==> src/rtl/spi_pkg.sv <==
// Shared constants and types for the SPI mode-0 slave.
package spi_pkg;

    localparam int         SPI_DATA_WIDTH  = 8;
    localparam int         SPI_SYNC_STAGES = 2;
    localparam logic [7:0] SPI_IDLE_FILL   = 8'h00;

    typedef enum logic {
        IDLE   = 1'b0,
        ACTIVE = 1'b1
    } state_e;

endpackage

==> src/rtl/spi_slave_if.sv <==
// Bus-side signals of the SPI slave: serial pins plus TX/RX buffer handshakes.
interface spi_slave_if #(
    parameter int DATA_WIDTH = spi_pkg::SPI_DATA_WIDTH
) ();

    logic                  spi_clk;
    logic                  spi_cs_n;
    logic                  spi_mosi;
    logic                  spi_miso;
    logic                  spi_miso_oe;
    logic [DATA_WIDTH-1:0] tx_data;
    logic                  tx_valid;
    logic                  tx_ready;
    logic [DATA_WIDTH-1:0] rx_data;
    logic                  rx_valid;
    logic                  rx_ack;
    logic                  rx_overrun;
    logic                  busy;

    modport slave (
        input  spi_clk, spi_cs_n, spi_mosi, tx_data, tx_valid, rx_ack,
        output spi_miso, spi_miso_oe, tx_ready, rx_data, rx_valid, rx_overrun, busy
    );

    modport master (
        output spi_clk, spi_cs_n, spi_mosi, tx_data, tx_valid, rx_ack,
        input  spi_miso, spi_miso_oe, tx_ready, rx_data, rx_valid, rx_overrun, busy
    );

endinterface

==> src/rtl/spi_sync_edge.sv <==
// Multi-flop synchronizer for an asynchronous level, with one history flop
// providing single-cycle rise/fall pulses aligned to the synchronized level.
module spi_sync_edge
    import spi_pkg::*;
#(
    parameter int   STAGES  = SPI_SYNC_STAGES,
    parameter logic RST_VAL = 1'b0
) (
    input  logic clk,
    input  logic resetn,
    input  logic d,
    output logic q,
    output logic rise,
    output logic fall
);

    logic [STAGES-1:0] sync;
    logic              hist;

    always_ff @(posedge clk) begin
        if (!resetn) begin
            sync <= {STAGES{RST_VAL}};
            hist <= RST_VAL;
        end else begin
            sync <= {sync[STAGES-2:0], d};
            hist <= sync[STAGES-1];
        end
    end

    assign q    = sync[STAGES-1];
    assign rise = q & ~hist;
    assign fall = ~q & hist;

endmodule

==> src/rtl/spi_slave.sv <==
// SPI mode-0 slave: oversamples the serial link on clk, deserializes MOSI MSB
// first, and serves MISO from a one-entry TX buffer (IDLE_FILL when empty).
module spi_slave
    import spi_pkg::*;
#(
    parameter int                    DATA_WIDTH  = SPI_DATA_WIDTH,
    parameter int                    SYNC_STAGES = SPI_SYNC_STAGES,
    parameter logic [DATA_WIDTH-1:0] IDLE_FILL   = DATA_WIDTH'(SPI_IDLE_FILL)
) (
    input logic        clk,
    input logic        resetn,
    spi_slave_if.slave bus
);

    localparam int               CNT_W    = $clog2(DATA_WIDTH);
    localparam logic [CNT_W-1:0] LAST_BIT = CNT_W'(DATA_WIDTH - 1);

    // Synchronized serial inputs
    logic sclk_lvl_unused, sclk_rise, sclk_fall;
    logic cs_q, cs_rise, cs_fall;
    logic [SYNC_STAGES-1:0] mosi_sync;
    logic mosi_q;

    spi_sync_edge #(.STAGES(SYNC_STAGES), .RST_VAL(1'b0)) u_sclk_sync (
        .clk    (clk),
        .resetn (resetn),
        .d      (bus.spi_clk),
        .q      (sclk_lvl_unused),
        .rise   (sclk_rise),
        .fall   (sclk_fall)
    );

    // cs_n resets to its idle-high level so reset release never fakes a select
    spi_sync_edge #(.STAGES(SYNC_STAGES), .RST_VAL(1'b1)) u_cs_sync (
        .clk    (clk),
        .resetn (resetn),
        .d      (bus.spi_cs_n),
        .q      (cs_q),
        .rise   (cs_rise),
        .fall   (cs_fall)
    );

    // Same depth as the sclk path, so mosi_q is the level seen at the sclk edge
    always_ff @(posedge clk) begin
        if (!resetn) mosi_sync <= '0;
        else         mosi_sync <= {mosi_sync[SYNC_STAGES-2:0], bus.spi_mosi};
    end
    assign mosi_q = mosi_sync[SYNC_STAGES-1];

    // State
    state_e                state, state_d;
    logic [CNT_W-1:0]      bit_cnt, bit_cnt_d;
    logic [DATA_WIDTH-1:0] tx_shift, tx_shift_d;
    logic [DATA_WIDTH-1:0] rx_shift, rx_shift_d;
    logic [DATA_WIDTH-1:0] rx_data, rx_data_d;
    logic                  rx_valid, rx_valid_d;
    logic                  rx_overrun, rx_overrun_d;
    logic [DATA_WIDTH-1:0] tx_buf, tx_buf_d;
    logic                  tx_full, tx_full_d;
    logic                  miso_oe, miso_oe_d;
    logic                  load;
    logic [DATA_WIDTH-1:0] rx_next;

    assign rx_next = {rx_shift[DATA_WIDTH-2:0], mosi_q};

    always_ff @(posedge clk) begin
        if (!resetn) begin
            state      <= IDLE;
            bit_cnt    <= '0;
            tx_shift   <= '0;
            rx_shift   <= '0;
            rx_data    <= '0;
            rx_valid   <= 1'b0;
            rx_overrun <= 1'b0;
            tx_buf     <= '0;
            tx_full    <= 1'b0;
            miso_oe    <= 1'b0;
        end else begin
            state      <= state_d;
            bit_cnt    <= bit_cnt_d;
            tx_shift   <= tx_shift_d;
            rx_shift   <= rx_shift_d;
            rx_data    <= rx_data_d;
            rx_valid   <= rx_valid_d;
            rx_overrun <= rx_overrun_d;
            tx_buf     <= tx_buf_d;
            tx_full    <= tx_full_d;
            miso_oe    <= miso_oe_d;
        end
    end

    always_comb begin
        state_d      = state;
        bit_cnt_d    = bit_cnt;
        tx_shift_d   = tx_shift;
        rx_shift_d   = rx_shift;
        rx_data_d    = rx_data;
        rx_valid_d   = rx_valid;
        rx_overrun_d = rx_overrun;
        tx_buf_d     = tx_buf;
        tx_full_d    = tx_full;
        miso_oe_d    = miso_oe;
        load         = 1'b0;

        if (bus.tx_valid && !tx_full) begin
            tx_buf_d  = bus.tx_data;
            tx_full_d = 1'b1;
        end
        if (bus.rx_ack) rx_valid_d = 1'b0;

        case (state)
            IDLE: begin
                if (cs_fall) begin
                    state_d   = ACTIVE;
                    bit_cnt_d = '0;
                    miso_oe_d = 1'b1;
                    load      = 1'b1;
                end
            end
            ACTIVE: begin
                if (cs_rise) begin
                    state_d   = IDLE;
                    bit_cnt_d = '0;
                    miso_oe_d = 1'b0;
                end else if (sclk_rise) begin
                    rx_shift_d = rx_next;
                    if (bit_cnt == LAST_BIT) begin
                        // A same-cycle ack frees the slot, so no overrun then
                        rx_data_d    = rx_next;
                        rx_valid_d   = 1'b1;
                        rx_overrun_d = rx_overrun | (rx_valid & ~bus.rx_ack);
                        bit_cnt_d    = '0;
                    end else begin
                        bit_cnt_d = bit_cnt + 1'b1;
                    end
                end else if (sclk_fall) begin
                    if (bit_cnt != '0) tx_shift_d = tx_shift << 1;
                    else               load       = 1'b1;
                end
            end
            default: state_d = IDLE;
        endcase

        // Load only consumes a full buffer, which cannot be filled this cycle
        if (load) begin
            if (tx_full) begin
                tx_shift_d = tx_buf;
                tx_full_d  = 1'b0;
            end else begin
                tx_shift_d = IDLE_FILL;
            end
        end
    end

    assign bus.spi_miso    = miso_oe & tx_shift[DATA_WIDTH-1];
    assign bus.spi_miso_oe = miso_oe;
    assign bus.tx_ready    = ~tx_full;
    assign bus.rx_data     = rx_data;
    assign bus.rx_valid    = rx_valid;
    assign bus.rx_overrun  = rx_overrun;
    assign bus.busy        = ~cs_q;

endmodule

==> src/flat_wrapper.sv <==
// flat-port wrapper written by rule: the top's interface ports become plain ports
module spi_slave_flat import spi_pkg::*;
#(
    parameter int                    DATA_WIDTH  = SPI_DATA_WIDTH,
    parameter int                    SYNC_STAGES = SPI_SYNC_STAGES,
    parameter logic [DATA_WIDTH-1:0] IDLE_FILL   = DATA_WIDTH'(SPI_IDLE_FILL)
)
  (clk, resetn, bus_spi_clk, bus_spi_cs_n, bus_spi_mosi, bus_tx_data, bus_tx_valid, bus_rx_ack, bus_spi_miso, bus_spi_miso_oe, bus_tx_ready, bus_rx_data, bus_rx_valid, bus_rx_overrun, bus_busy);
  spi_slave_if #(.DATA_WIDTH(DATA_WIDTH)) bus_i ();
  input logic clk;
  input logic resetn;
  input wire logic [$bits(bus_i.spi_clk)-1:0] bus_spi_clk;
  input wire logic [$bits(bus_i.spi_cs_n)-1:0] bus_spi_cs_n;
  input wire logic [$bits(bus_i.spi_mosi)-1:0] bus_spi_mosi;
  input wire logic [$bits(bus_i.tx_data)-1:0] bus_tx_data;
  input wire logic [$bits(bus_i.tx_valid)-1:0] bus_tx_valid;
  input wire logic [$bits(bus_i.rx_ack)-1:0] bus_rx_ack;
  output wire logic [$bits(bus_i.spi_miso)-1:0] bus_spi_miso;
  output wire logic [$bits(bus_i.spi_miso_oe)-1:0] bus_spi_miso_oe;
  output wire logic [$bits(bus_i.tx_ready)-1:0] bus_tx_ready;
  output wire logic [$bits(bus_i.rx_data)-1:0] bus_rx_data;
  output wire logic [$bits(bus_i.rx_valid)-1:0] bus_rx_valid;
  output wire logic [$bits(bus_i.rx_overrun)-1:0] bus_rx_overrun;
  output wire logic [$bits(bus_i.busy)-1:0] bus_busy;
  assign bus_i.spi_clk = bus_spi_clk;
  assign bus_i.spi_cs_n = bus_spi_cs_n;
  assign bus_i.spi_mosi = bus_spi_mosi;
  assign bus_i.tx_data = bus_tx_data;
  assign bus_i.tx_valid = bus_tx_valid;
  assign bus_i.rx_ack = bus_rx_ack;
  assign bus_spi_miso = bus_i.spi_miso;
  assign bus_spi_miso_oe = bus_i.spi_miso_oe;
  assign bus_tx_ready = bus_i.tx_ready;
  assign bus_rx_data = bus_i.rx_data;
  assign bus_rx_valid = bus_i.rx_valid;
  assign bus_rx_overrun = bus_i.rx_overrun;
  assign bus_busy = bus_i.busy;
  spi_slave #(.DATA_WIDTH(DATA_WIDTH), .SYNC_STAGES(SYNC_STAGES), .IDLE_FILL(IDLE_FILL)) u_core (.clk(clk), .resetn(resetn), .bus(bus_i));
endmodule
==> config.mk <==
export PLATFORM = sky130hd
export DESIGN_NAME = spi_slave_flat
export DESIGN_NICKNAME = d
export VERILOG_FILES = /design/src/rtl/spi_pkg.sv /design/src/rtl/spi_slave_if.sv /design/src/rtl/spi_sync_edge.sv /design/src/rtl/spi_slave.sv /design/src/flat_wrapper.sv
export SDC_FILE = /design/constraint.sdc
export NUM_CORES = 1
export LEC_CHECK = 0
export CAP_MARGIN = 20
export CORE_ASPECT_RATIO = 0.5
export CORE_MARGIN = 2
export CORE_UTILIZATION = 59
export CTS_BUF_LIST = sky130_fd_sc_hd__clkbuf_2
export DETAILED_ROUTE_END_ITERATION = 16
export PLACE_DENSITY_LB_ADDON = 0.15
export SLEW_MARGIN = 0
export SYNTH_ARGS = -nofsm -noshare
export SYNTH_HDL_FRONTEND = slang
export SYNTH_SLANG_ARGS = --single-unit
==> constraint.sdc <==
create_clock -name clk -period 2.56 [get_ports clk]
set_input_delay 0.768 -clock clk [delete_from_list [all_inputs] [get_ports clk]]
set_output_delay 0.768 -clock clk [all_outputs]
set_load 0.05 [all_outputs]
==> insert_results.sql, run 1 <==
INSERT INTO impl_metrics (metric_group, metric, value, unit) VALUES
('placed_design', 'place_hpwl', '2.318', 'mm'),
('sta', 'postLayoutSetupSlackWorst', '0.1665', 'ns'),
('logic_synthesis', 'synth.cell_area', '1899', 'µm²'),
('cells_and_area', 'area_delta_synth_final', '17.72', '%'),
('global_routing', 'global_route.usage.total', '0.1979', ''),
('cells_and_area', 'core_util_final', '0.7378', ''),
('detailed_routing', 'detail_route.iter0.violations', '33', ''),
('logic_synthesis', 'syn_inst', '204', ''),
('clocking', 'cts_root_buffer_type', 'clkbuf_2', ''),
('sta', 'fin_setup_tns', '0', 'ns'),
('critical_path', 'r2r-start', 'u_core.bit_cnt[0]', ''),
('global_routing', 'globalRouteOverflowTotal', '0', ''),
('cells_and_area', 'layout.nets', '247', ''),
('floorplan', 'io-pin-count', '29', ''),
('logic_synthesis', 'async_reset_ff_frac', '0', ''),
('logic_synthesis', 'yosysTopAreaCell', 'dfxtp_1', ''),
('job', 'max_cap_viol_count', '0', ''),
('critical_path', 'worstSetupPathDepth', '1', ''),
('run_status', 'run_status', 'finished, final reports clean', ''),
('sta', 'fin_worst_skew', '0.01071', 'ns'),
('clocking', 'tritoncts_clock_tree', 'built', ''),
('critical_path', 'critical_path.max_stage_delay', '0.81', 'ns'),
('clocking', 'cts-htree-levels', '2', ''),
('global_routing', 'antenna_found_initial', '0', ''),
('sta', 'finish_stage_setup_viols', '0', ''),
('critical_path', 'worstReg2RegEnd', 'u_core.bus.rx_data[7]', ''),
('logic_synthesis', 'cell_types_with_the_largest_area_share_after_synthesis', 'dfxtp_1 (50%), mux2i_1 (7.9%), a21oi_1 (4.7%), nand2_1 (4.0%), o21a_1 (3.6%)', ''),
('logic_synthesis', 'mappedNetlistNets', '222', ''),
('clocking', 'tritoncts_num_sinks', '47', ''),
('detailed_routing', 'viasPerCell', '5.304', ''),
('critical_path', 'r2r_setup_slack', '0.67', 'ns'),
('critical_path', 'cpMaxStageDelayCell', 'clkdlybuf4s50_1', ''),
('hold_path', 'min-delay-path-class', 'reg -> reg', ''),
('critical_path', 'crit_path_start_kind', 'register', ''),
('global_routing', 'maximum_number_of_pins_on_one_net_before_global_route_repair', '29', ''),
('critical_path', 'critical_path.endpoint', 'bus_rx_data[7]', ''),
('floorplan', 'chipHeight', '44.12', 'µm'),
('floorplan', 'die_area', '3717', 'µm²'),
('critical_path', 'data_required_critical_path', '1.79', 'ns'),
('floorplan', 'floorplan.die.width', '84.24', 'µm'),
('critical_path', 'crit_path_end_kind', 'output port', ''),
('critical_path', 'crit_path_max_fanout', '2', ''),
('floorplan', 'placement_rows', '14', ''),
('logic_synthesis', 'syn_warnings', '0', ''),
('logic_synthesis', 'yosysUniqueCellTypes', '31', ''),
('placed_design', 'finalWeightedCongestion', '0.7791', ''),
('logic_synthesis', 'syn_area_per_cell', '9.310', 'µm²'),
('critical_path', 'crit_path_cell_trace', 'clkdlybuf4s50_1', ''),
('placed_design', 'dp_slack', '0.4570', 'ns'),
('logic_synthesis', 'synth_top_area_frac', '0.4954', ''),
('detailed_routing', 'drt_drc_violations_left', '0', ''),
('logic_synthesis', 'post_synth_edffs', '0', ''),
('power', 'leakage_power_figure', '0.9639', 'nW'),
('floorplan', 'core_area', '3030', 'µm²'),
('global_routing', 'grt_first_pass_wirelength', '5.747', 'mm'),
('detailed_routing', 'detail_route.wl_per_cell', '12.59', 'µm'),
('clocking', 'cts.reportedPaths.clkPinSlew', '0.23', 'ns'),
('critical_path', 'critPathArrivalTime', '1.63', 'ns'),
('power', 'power.total', '1.273', 'mW'),
('sta', 'finalWorstPathRequiredPeriod', '2.393', 'ns'),
('sta', 'setup_repair_after_global_routing_missed_its_margin', 'false', ''),
('critical_path', 'critical_path.startpoint', 'u_core.bus.rx_data[7]', ''),
('power', 'power.density', '569.5', 'nW/µm²'),
('critical_path', 'category_of_the_most_critical_setup_path', 'reg -> out', ''),
('logic_synthesis', 'synth_seq_cells', '47', ''),
('sta', 'slew-limit-headroom', '0.4989', ''),
('detailed_routing', 'detail_route.wirelength', '3.398', 'mm'),
('clocking', 'number_of_buffers_created_by_cts', '5', ''),
('logic_synthesis', 'seq_area_frac_synth', '0.4954', ''),
('logic_synthesis', 'postSynth.topFlopCell', 'dfxtp_1', ''),
('sta', 'finalHoldViolCount', '0', '');
-- synthesized netlist by cell type (all sizes together), types with 2 or more instances --
| cell | count |
|---|---|
| dfxtp | 47 |
| nand2 | 20 |
| a21oi | 19 |
| nor2 | 16 |
| inv | 15 |
| mux2i | 15 |
| nand3 | 11 |
| o21ai | 11 |
| o21a | 9 |
| and2 | 8 |
| buf | 7 |
| clkbuf | 4 |
| nand2b | 4 |
| ha | 3 |
| nor2b | 3 |
| nand4 | 2 |
-- final cells by class --
type,instances,area [µm²]
Sequential cell,47,940.9
Clock buffer,5,25.02
Multi-Input combinational cell,131,828.3
Fill cell,248,794.5
Inverter,15,56.30
Tap cell,40,50.05
Timing Repair Buffer,29,291.5
Clock inverter,3,43.79
-- report_power, final --
part / internal, mW / switching (mW) / total [mW]
registers: 0.756 / 0.0160 / 0.772
clock network: 0.166 / 0.230 / 0.395
logic: 0.0472 / 0.0594 / 0.107
total: 0.968 / 0.305 / 1.27
-- state kept, by name, indices dropped and copies added (netlist names) --
signal,count
u_core.tx_buf,8
u_core.bus.rx_data,8
u_core.u_cs_sync.hist,1
u_core.rx_shift,7
u_core.bus.rx_valid,1
u_core.bit_cnt,3
u_core.tx_full,1
u_core.u_sclk_sync.sync,2
u_core.mosi_sync,2
u_core.u_sclk_sync.hist,1
u_core.u_cs_sync.sync,2
u_core.tx_shift,8
u_core.state,1
u_core.bus.spi_miso_oe,1
u_core.bus.rx_overrun,1
-- cells in the final DEF (no fill, tap or decap) --
master	n
a21oi_2	1
ha_1	3
buf_4	1
nand4bb_1	1
o21a_1	9
clkdlybuf4s50_1	25
nand2b_1	4
o32ai_1	1
o41ai_4	1
o31ai_4	1
clkinv_2	1
a21oi_1	18
nand3_1	11
dlymetal6s2s_1	2
nor2_1	16
maj3_1	1
clkbuf_2	5
mux2i_1	15
and3_1	1
and2b_1	1
inv_1	14
and2_1	8
a2111oi_1	1
o21ai_0	10
bufinv_16	1
o21ai_1	1
or3b_1	1
inv_2	1
nand2_1	20
dfxtp_1	47
nor2b_1	3
dlygate4sd2_1	1
a2111o_1	1
clkinv_4	1
nand4_1	2
-- cells by family (layout without fill, tap and decap cells) --
group / Yosys count / count (layout) / share of synthesized area
mux: 15 / 15 / 0.07905
compound gates: 44 / 44 / 0.1581
fa+ha+maj: 4 / 4 / 0.02504
buf+inv: 26 / 52 / 0.06850
simple gates: 68 / 68 / 0.1739
flops: 47 / 47 / 0.4954
-- repair_timing --
item,in CTS,in global routing
gates resized for setup,1,2
buffers inserted,0,0
hold buffers,0,0
endpoints found under the setup margin,1,2
-- metal layers --
metal | global-route usage | up-vias | share of wire | routed length, µm
li1 | - | 734 | - | -
met1 | 0.2383 | 672 | 0.49 | 1666
met2 | 0.3556 | 24 | 0.47 | 1590
met3 | 0.06343 | 2 | 0.039 | 134
met4 | 0.04839 | 0 | 0.0018 | 6
met5 | 0 | - | 0 | 0
-- how the worst min path moves through the flow --
stage | depth (start not counted) | to | start
final | 2 | u_core.tx_buf[3] | u_core.tx_buf[3]
after detailed placement | 1 | u_core.u_sclk_sync.sync[1] | u_core.u_sclk_sync.sync[0]
after global placement | 1 | u_core.mosi_sync[1] | u_core.mosi_sync[0]
after CTS | 1 | u_core.u_sclk_sync.sync[1] | u_core.u_sclk_sync.sync[0]
after floorplan | 1 | u_core.u_cs_sync.sync[1] | u_core.u_cs_sync.sync[0]
after global routing | 2 | u_core.tx_buf[2] | u_core.tx_buf[2]
-- metrics by stage --
stage / cells / instance area (µm²) / hold slack (ns)
3_3_place_gp: 262 / 2163 / 0.4137
2_1_floorplan: 204 / 1899 / 0.3863
3_5_place_dp: 262 / 2163 / 0.4239
4_1_cts: 270 / 2231 / 0.4722
6_report: 270 / 2236 / 0.4699
5_1_grt: 270 / 2236 / 0.4976
Note: power is estimated with default switching activity, not from simulation.
==> run 2, diff against run 1 <==
CTS_CLUSTER_SIZE = 14   (was default)
HOLD_SLACK_MARGIN = 0.08   (was default)
==> results of run 2 <==
No change in the layout: final DEF, timing and power equal those of run 1.
==> run 3, diff against run 2 <==
CORE_UTILIZATION = 50   (was 59)
MAX_ROUTING_LAYER = met4   (was default)
SKIP_LAST_GASP = 1   (was default)
clock period = 1.98 ns   (was 2.56 ns; I/O delays follow)
==> run 3 against run 2 <==
  * Non-clock buffer count increased by 6
  * Setup slack improved by 0.060 ns
  * Clock-buffer cell count unchanged
  * Global-route usage decreased by 1.5 points
  * Clock power increased by 31%
  * Combinational power increased by 46%
  * Critical path depth increased by 1
  * Sequential share of layout area decreased by 0.60 points
  * Power increased by 31%
  * Die area increased by 17%
  * Via count decreased by 1.3%
  * Largest power group unchanged
  * Highest routed layer unchanged
==> insert_results.sql, run 3 (synthesis results as in run 1) <==
INSERT INTO impl_metrics (metric_group, metric, value, unit) VALUES
('critical_path', 'crit_path_start_kind', 'register', ''),
('power', 'clock_power_share', '0.311', ''),
('clocking', 'post_cts_repair_timing_setup_buffer_count', '0', ''),
('floorplan', 'io-pin-count', '29', ''),
('sta', 'min_period_over_period', '0.8854', ''),
('cells_and_area', 'layout.area.seq', '940.9', 'µm²'),
('sta', 'transition_time_at_the_pin_with_the_least_slew_margin', '0.4528', 'ns'),
('critical_path', 'category_of_the_most_critical_setup_path', 'reg -> out', ''),
('critical_path', 'crit_path_cell_trace', 'and2_1, buf_4', ''),
('clocking', 'number_of_buffers_created_by_cts', '5', ''),
('cells_and_area', 'layout.cells.most_common_list', 'dfxtp_1 (47), nand2_1 (20), buf_4 (20), a21oi_1 (18), nor2_1 (16)', ''),
('power', 'power.share.combinational', '0.093', ''),
('detailed_routing', 'viasPerCell', '4.927', ''),
('clocking', 'ctsHoldBuffers', '0', ''),
('global_routing', 'maximum_number_of_pins_on_one_net_before_global_route_repair', '21', ''),
('critical_path', 'cpMaxStageDelayCell', 'dfxtp_1', ''),
('floorplan', 'core_area', '3528', 'µm²'),
('critical_path', 'crit_path_max_fanout', '4', ''),
('detailed_routing', 'detailroute.via_count', '1414', ''),
('cells_and_area', 'layout.nets', '253', ''),
('clocking', 'cts_root_buffer_type', 'clkbuf_2', ''),
('placed_design', 'place.detailed.instances', '279', ''),
('sta', 'setup_repair_after_global_routing_missed_its_margin', 'false', ''),
('sta', 'fin_setup_tns', '0', 'ns'),
('detailed_routing', 'detail_route.wl_per_cell', '11.95', 'µm'),
('sta', 'finish_stage_setup_viols', '0', ''),
('power', 'power.sequential.fraction', '0.596', ''),
('critical_path', 'critical_path.max_stage_delay', '0.41', 'ns'),
('hold_path', 'min-delay-path-class', 'reg -> reg', ''),
('critical_path', 'critPathArrivalTime', '1.16', 'ns'),
('floorplan', 'placement_rows', '15', ''),
('placed_design', 'postPlaceCellArea', '2200', 'µm²'),
('global_routing', 'antenna_found_initial', '0', ''),
('detailed_routing', 'route.met2.wl', '1.548', 'mm'),
('global_routing', 'via_count_of_the_first_global_routing_pass', '1377', ''),
('detailed_routing', 'detail_route.iter0.violations', '44', ''),
('critical_path', 'data_required_critical_path', '1.39', 'ns'),
('placed_design', 'io_buffers', '28', ''),
('clocking', 'clock_latency', '0.42', 'ns'),
('power', 'power.density', '735.6', 'nW/µm²'),
('floorplan', 'die_area', '4337', 'µm²'),
('detailed_routing', 'drt_drc_violations_left', '0', ''),
('placed_design', 'finalWeightedCongestion', '0.7497', ''),
('sta', 'finalWorstPathRequiredPeriod', '1.753', 'ns'),
('clocking', 'cts_max_path_buffers', '2', ''),
('power', 'switching_pwr', '404.7', 'µW'),
('detailed_routing', 'route.top_layer_used', 'met4', ''),
('detailed_routing', 'detail_route.wirelength', '3.430', 'mm'),
('floorplan', 'floorplan.die.width', '91.16', 'µm'),
('cells_and_area', 'multi_input_comb_area', '828.3', 'µm²'),
('detailed_routing', 'drt_first_pass_iters', '4', ''),
('detailed_routing', 'met1_routed_wirelength_after_detailed_routing', '1.722', 'mm'),
('critical_path', 'crit_path_end_kind', 'output port', ''),
('cells_and_area', 'antenna-diode-count', '0', ''),
('cells_and_area', 'layout.cells.most_common', 'dfxtp_1', ''),
('power', 'ir_worst_vdd', '0.4570', 'mV'),
('clocking', 'post_cts.resized_instances', '0', ''),
('run_status', 'run_status', 'finished, final reports clean', ''),
('placed_design', 'place_hpwl', '2.432', 'mm'),
('global_routing', 'global_route.usage.total', '0.1826', ''),
('sta', 'fin_worst_skew', '0.01555', 'ns'),
('power', 'internal_power', '1.264', 'mW'),
('detailed_routing', 'route.antenna.remaining_nets', '0', ''),
('power', 'power.switching_fraction', '0.2425', ''),
('clocking', 'tritoncts_clock_tree', 'built', ''),
('job', 'max_cap_viol_count', '0', ''),
('cells_and_area', 'final_layout_size_suffix_gt1_frac', '0.1398', ''),
('sta', 'finalHoldViolCount', '0', ''),
('clocking', 'tritoncts_num_sinks', '47', ''),
('power', 'leakage_power_figure', '0.9911', 'nW'),
('global_routing', 'grt_first_pass_wirelength', '5.878', 'mm'),
('clocking', 'cts-htree-levels', '2', ''),
('global_routing', 'globalRouteOverflowTotal', '0', ''),
('cells_and_area', 'top_regs', 'u_core.bus.rx_data x8, u_core.tx_buf x8, u_core.tx_shift x8', ''),
('sta', 'max_fclk', '570.5', 'MHz'),
('floorplan', 'chipHeight', '47.58', 'µm'),
('cells_and_area', 'num-fill-cells', '316', ''),
('clocking', 'cts.reportedPaths.clkPinSlew', '0.22', 'ns'),
('detailed_routing', 'dr_wl_met3', '133', 'µm'),
('cells_and_area', 'post_layout_nonfiller_instances', '287', ''),
('sta', 'maxSlewViolCount', '0', ''),
('cells_and_area', 'area_delta_synth_final', '19.43', '%'),
('sta', 'hold-worst-slack', '0.4441', 'ns'),
('critical_path', 'cp.buffers_inverters', '1', ''),
('sta', 'slew-limit-headroom', '0.6973', ''),
('critical_path', 'cpLargestDelayFamily', 'flip-flops', ''),
('cells_and_area', 'post-route-cell-area', '2268', 'µm²'),
('floorplan', 'initial_utilization', '0.5383', '');
-- run 3: worst paths after layout --
check | start | endpoint | slack, ns | depth (start not counted)
worst max-delay path | u_core.bus.spi_miso_oe | bus_spi_miso | 0.23 | 2
worst min-delay path | u_core.u_cs_sync.sync[0] | u_core.u_cs_sync.sync[1] | 0.44 | 1
worst max register to register | u_core.state | u_core.tx_full | 0.30 | 5
worst min register to register | u_core.u_cs_sync.sync[0] | u_core.u_cs_sync.sync[1] | 0.44 | 1
-- run 3: worst reg2reg max path: stages, from the launching register on --
cell and delay (ns):
dfxtp_1 0.45, or3b_1 0.55, o31ai_4 0.10, buf_4 0.24
o21ai_0 0.10, and2_1 0.17
-- run 3: routing by layer --
metal,track usage,vias to the layer above
met5,-,-
met3,0.05354,4
met1,0.2025,644
li1,-,746
met4,0.06364,0
met2,0.3319,20
-- run 3: stage by stage --
stage                       util  setup slack, ns  power (mW)
after detailed placement  0.6234           0.2541       1.169
after global routing      0.6429           0.1388       1.748
after CTS                 0.6429           0.2081       1.691
after global placement    0.6234           0.2681       1.165
after floorplan                -           0.2502       1.109
final                     0.6429           0.2270       1.669
-- run 3: power by group through the flow --
| stage | registers (mW) | clock network (mW) | logic [mW] |
|---|---|---|---|
| final | 0.994 | 0.519 | 0.156 |
| after global placement | 1.01 | 0 | 0.154 |
| after detailed placement | 1.01 | 0 | 0.157 |
| after CTS | 0.995 | 0.540 | 0.157 |
| after global routing | 0.999 | 0.576 | 0.172 |
| after floorplan | 1.01 | 0 | 0.0991 |
-- run 3: final cells by class --
class                           count  share of cell area
Timing Repair Buffer               35              0.1368
Inverter                           15             0.02482
Multi-Input combinational cell    131              0.3651
Sequential cell                    47              0.4148
Clock buffer                        5             0.01103
Tap cell                           51             0.02813
Clock inverter                      3             0.01930
